## src/rtl/fetch_ctrl.sv

```systemverilog
// fetch_ctrl: instruction fetch/decode sequencer.
// Reads one or two bytes per instruction from program memory, drives the
// PC block (increment / load), strobes the datapath for executable ops and
// waits for its completion. Opcode HLT_OP parks the sequencer until reset.
module fetch_ctrl #(
  parameter logic [7:0] HLT_OP = 8'h3F
) (
  input  logic       CLK,
  input  logic       CLRn,
  input  logic [7:0] PC_Q,
  output logic       IPC,
  output logic       LDn,
  output logic [7:0] PC_D,
  output logic [7:0] MEM_ADDR,
  output logic       MEM_RDn,
  input  logic [7:0] MEM_DATA,
  input  logic       MEM_RDY,
  input  logic       ZF,
  output logic [7:0] IR,
  output logic [7:0] OPR,
  output logic       EXEC_STB,
  input  logic       EXEC_DONE,
  output logic       HALTED
);

  typedef enum logic [2:0] {
    ST_FETCH = 3'd0,
    ST_OPND  = 3'd1,
    ST_EXEC  = 3'd2,
    ST_WAIT  = 3'd3,
    ST_JUMP  = 3'd4,
    ST_HALT  = 3'd5
  } state_t;

  // Instruction classes taken from the top two opcode bits.
  localparam logic [1:0] CLS_ONE = 2'b00;
  localparam logic [1:0] CLS_TWO = 2'b01;
  localparam logic [1:0] CLS_JMP = 2'b10;
  localparam logic [1:0] CLS_JZ  = 2'b11;

  state_t state;
  state_t state_nxt;
  logic   rd_phase;

  // The jump target is always the operand register.
  assign PC_D = OPR;

  // Memory request and PC increment follow the read states directly so that
  // a zero-wait memory is consumed in the same cycle. CLRn gates the request
  // so nothing is asked of memory while reset is held.
  always_comb begin
    rd_phase = CLRn && ((state == ST_FETCH) || (state == ST_OPND));
    MEM_RDn  = !rd_phase;
    MEM_ADDR = rd_phase ? PC_Q : 8'h00;
    IPC      = rd_phase && MEM_RDY;
  end

  // Next-state decode; opcode byte is decoded as it arrives in FETCH, the
  // operand class comes from the already captured IR in OPND.
  always_comb begin
    state_nxt = state;
    case (state)
      ST_FETCH: begin
        if (MEM_RDY) begin
          if (MEM_DATA == HLT_OP)               state_nxt = ST_HALT;
          else if (MEM_DATA[7:6] == CLS_ONE)    state_nxt = ST_EXEC;
          else                                  state_nxt = ST_OPND;
        end
      end
      ST_OPND: begin
        if (MEM_RDY) begin
          case (IR[7:6])
            CLS_TWO: state_nxt = ST_EXEC;
            CLS_JMP: state_nxt = ST_JUMP;
            CLS_JZ:  state_nxt = ZF ? ST_JUMP : ST_FETCH;
            default: state_nxt = ST_FETCH;
          endcase
        end
      end
      ST_EXEC:  state_nxt = EXEC_DONE ? ST_FETCH : ST_WAIT;
      ST_WAIT:  state_nxt = EXEC_DONE ? ST_FETCH : ST_WAIT;
      ST_JUMP:  state_nxt = ST_FETCH;
      ST_HALT:  state_nxt = ST_HALT;
      default:  state_nxt = ST_FETCH;
    endcase
  end

  // State, instruction/operand capture and registered strobes. Strobes are
  // decoded from the next state so they are high for exactly the cycle spent
  // in EXEC / JUMP / HALT; reset clears them immediately.
  always_ff @(posedge CLK or negedge CLRn) begin
    if (!CLRn) begin
      state    <= ST_FETCH;
      IR       <= 8'h00;
      OPR      <= 8'h00;
      EXEC_STB <= 1'b0;
      LDn      <= 1'b1;
      HALTED   <= 1'b0;
    end else begin
      state <= state_nxt;
      if ((state == ST_FETCH) && MEM_RDY) IR  <= MEM_DATA;
      if ((state == ST_OPND)  && MEM_RDY) OPR <= MEM_DATA;
      EXEC_STB <= (state_nxt == ST_EXEC);
      LDn      <= (state_nxt != ST_JUMP);
      HALTED   <= (state_nxt == ST_HALT);
    end
  end

endmodule

```

## config.mk

```make
export PLATFORM = sky130hd
export DESIGN_NAME = fetch_ctrl
export DESIGN_NICKNAME = d
export VERILOG_FILES = /design/src/rtl/fetch_ctrl.sv
export SDC_FILE = /design/constraint.sdc
export NUM_CORES = 1
export LEC_CHECK = 0
export BUFFER_PORTS_ARGS = -buffer_cell sky130_fd_sc_hd__buf_4
export CAP_MARGIN = 25
export CORE_UTILIZATION = 49
export CTS_BUF_LIST = sky130_fd_sc_hd__clkbuf_4 sky130_fd_sc_hd__clkbuf_8
export DETAILED_ROUTE_END_ITERATION = 7
export HOLD_SLACK_MARGIN = 0.15
export PLACE_DENSITY = 0.84
export RECOVER_POWER = 50
export SYNTH_ARGS = -nofsm -noshare
export SYNTH_HDL_FRONTEND = slang
export SYNTH_SLANG_ARGS = --single-unit
```

## constraint.sdc

```tcl
create_clock -name CLK -period 4 [get_ports CLK]
set_clock_uncertainty 0.2 [all_clocks]
set_input_delay 0.8 -clock CLK [delete_from_list [all_inputs] [get_ports CLK]]
set_output_delay 0.8 -clock CLK [all_outputs]
set_load 0.02 [all_outputs]
```

==> run summary <==
Data on the critical path is required at its endpoint by 3000 ps. The logs give 551.8 um2 for the sequential cell area in the final layout and 0.7106 nW for the static power due to leakage. Portion of synthesized cell area occupied by the leading cell type: 48.72%. After detailed routing, the number of vias per cell comes to 5.127. The buffer count from post-CTS setup fixing is 0, and the final RePlAce weighted congestion is 0.8045.

The path category of the worst min-delay check is flip-flop to flip-flop. The wire length on met1 is 880 um, and the total iterations of the first detailed-routing run is 4. Summing all multi-input logic gate instances after layout gives 440.4 um2. Once detail routing completed, the nets flagged for antenna violations numbered 0.

The logs give 0 for the number of setup violations in the final report and 22 for the CTS sink count. The pre-CTS worst setup slack was 835.9 ps. The final layout contains 160 nets.

In this run the power density over the cells is 842.7 nW/um2. The routed wire length came out at 2297 um. Setup repair after global routing left no endpoint under its margin. Relative to the synthesized area, the layout overhead comes to 37.82%. The synthesized area per cell is 12.54 um2. The critical path is of the primary input to primary output type. The largest area contributor in the netlist is dfrtp_1. The tools report the type of element launching the critical path as a primary input.

TritonCTS built the clock tree. The number of flip-flops and latches in the synthesized netlist came out at 22. The routed design uses 178 um of met3 wire. For this run, design rule violations remaining after detail routing come to 0. The number of global-route vias before repair came out at 886. The logs give 3981 um for the first-pass GRT wire length and 0 for the total of warnings raised by yosys. After global routing the overflow that remains totals 0. For the diode insertion count for antenna repair, the log shows 0. The flow ran to the end, and the final reports show no timing, DRC or antenna violations. Fraction of final layout cells with drive strength greater than 1: 52.17%. Entering global routing, the biggest net connects 24 pins. Once the floorplan was initialized, standard cells occupied 53.34% of the core. The number of different library cells used by synthesis comes to 27.

The final period utilization was 92.05%. The number of antenna violations at the first check in global routing came out at 0. Fill cells in the final layout number 156. The internal reg-to-reg setup slack was 1990 ps. Synthesis produced 86 cells. The area of the die was 2393 um2. For the finished layout cell area, the log shows 1486 um2. Of all nets on the critical path, the largest fanout is 23. The logs give 300 ps for the insertion delay to the later sink of the worst-skew pair and 51.16% for the sequential share of the synthesized area. The logs give 321.0 ps for the hold slack and 1079 um2 for the area of the mapped netlist. The H-tree depth reported by CTS is 1.

The logs give 0 for the count of pins over their slew limit and 18 for the number of design-rule violations left by the first detailed-router iteration. Boundary pin count: 58. The tree is rooted in a clkbuf_4. In the detailed route, the total length drawn on met2 is 1212 um. For the maximum achievable frequency, the log shows 0.2716 GHz.

The final-layout setup total negative slack was 0 ps. The floorplan core area is 2022 um2, and the number of clock buffers inserted by TritonCTS is 3. At the pin with the least slew margin, the transition time is 782.1 ps.

After detailed placement, the total cell area comes to 1458 um2. The overall die height came out at 48.92 um. The floorplan step set the die width to 48.92 um. The relative slew slack was 47.75%. The routed length per placed instance is 13.92 um, and the largest vdd supply drop is 0.0005522 V. The number of maximum-capacitance violations was 0; the clock-pin slew reported for the worst setup and hold paths after clock tree synthesis was 110 ps. The overall power after layout is 1.253 mW. The count of final hold-check violations is 0. The run gives 107 as the synthesized net count. The number of buffer cells added on primary ports is 57, and the vias after detailed routing is 846.

The worst setup path is captured at a primary output. After floorplanning, the core was divided into 16 placement rows. Across all setup checks in the final design, the least slack found is 318.2 ps. The buffer levels on the longest clock path came out at 2. The post-route minimum period was 3682 ps.

For the worst path arrival time, the log shows 2680 ps. By area the synthesized netlist is led by dfrtp_1 49%, mux2_2 17%, buf_4 5.6%, and2_1 5.2%, dfstp_2 2.4%. The highest routing layer actually used was met4. The global-route total usage across every layer came out at 22.41%.

The wire-length estimate of the detail-placed layout is 1773 um.
-- timing repair --
item,CTS,global route
setup endpoints to repair,0,0
hold buffers,0,1
gates resized for setup,0,0
endpoints found under the hold margin,0,4
-- routing by layer --
metal / vias up / global-route usage (%)
met3: 4 / 4.050
met5: - / 0
met1: 400 / 25.05
met2: 46 / 41.67
li1: 396 / -
met4: 0 / 8.824
-- flip-flops by register name, indices dropped and copies added, names as in the netlist --
register  flops
HALTED        1
LDn           1
EXEC_STB      1
state         3
OPR           8
IR            8
-- cell usage after synthesis, drive strengths merged --
cell     count
nor4b        1
nor3b        2
nand2        4
o211ai       1
nand3b       1
and2         9
a22oi        2
buf         10
nand4        1
nand3        1
nand2b       2
dfstp        1
or2          1
inv          1
mux2        16
nor2b        1
dfrtp       21
o21ai        1
and4         1
and4bb       1
and2b        1
a2111oi      1
nand4b       1
a31oi        1
nor2         2
and3b        2
-- logic make-up after synthesis --
group | synth area share (%)
muxes | 16.71
and+or+nand+nor | 20.19
buffers and inverters | 8.004
AOI/OAI and AO/OA | 3.944
DFF | 51.16
-- worst max-delay path: stages --
cell and delay (ps):
dlygate4sd3_1 530, buf_4 280, nor3b_1 690, and2_1 230
buf_4 140
-- area by class of cell --
cell class	instances	share of cell area, %
multi-input combinational	53	29.63
clock inverter	1	2.020
sequential	22	37.12
inverter	1	0.2525
timing repair buffer	58	27.19
tap	27	2.273
clock buffer	3	1.515
-- path summary, 6_finish.rpt --
check / cells past startpoint / endpoint / from
max: 5 / MEM_ADDR[2] / CLRn
min: 1 / IR[5] / IR[5]
max reg2reg: 3 / HALTED / state[1]
min reg2reg: 1 / IR[5] / IR[5]
max in group asynchronous: 2 / LDn / CLRn
min in group asynchronous: 2 / EXEC_STB / CLRn
-- cells in the final DEF (no fill, tap or decap), types with 2 or more instances in the layout --
cell type,count
nand2_1,4
nor3b_1,2
and2_1,9
nor2_1,2
dfrtp_1,21
a22oi_1,2
clkbuf_1,9
mux2_2,16
buf_4,48
nand2b_1,2
clkbuf_4,3
and3b_1,2
-- power by group --
part / switching [mW] / internal (mW) / leakage (nW)
combinational: 0.356 / 0.310 / 0.417
clock: 0.0641 / 0.101 / 0.0279
sequential: 0.0925 / 0.328 / 0.265
total: 0.513 / 0.740 / 0.711
-- stage by stage --
step           instances  utilization (%)
6_report             165            73.51
3_5_place_dp         160            72.09
4_1_cts              164            74.69
3_3_place_gp         160            72.09
2_1_floorplan         86                -
5_1_grt              165            73.51
No activity file was read; power rests on OpenSTA's default activity.
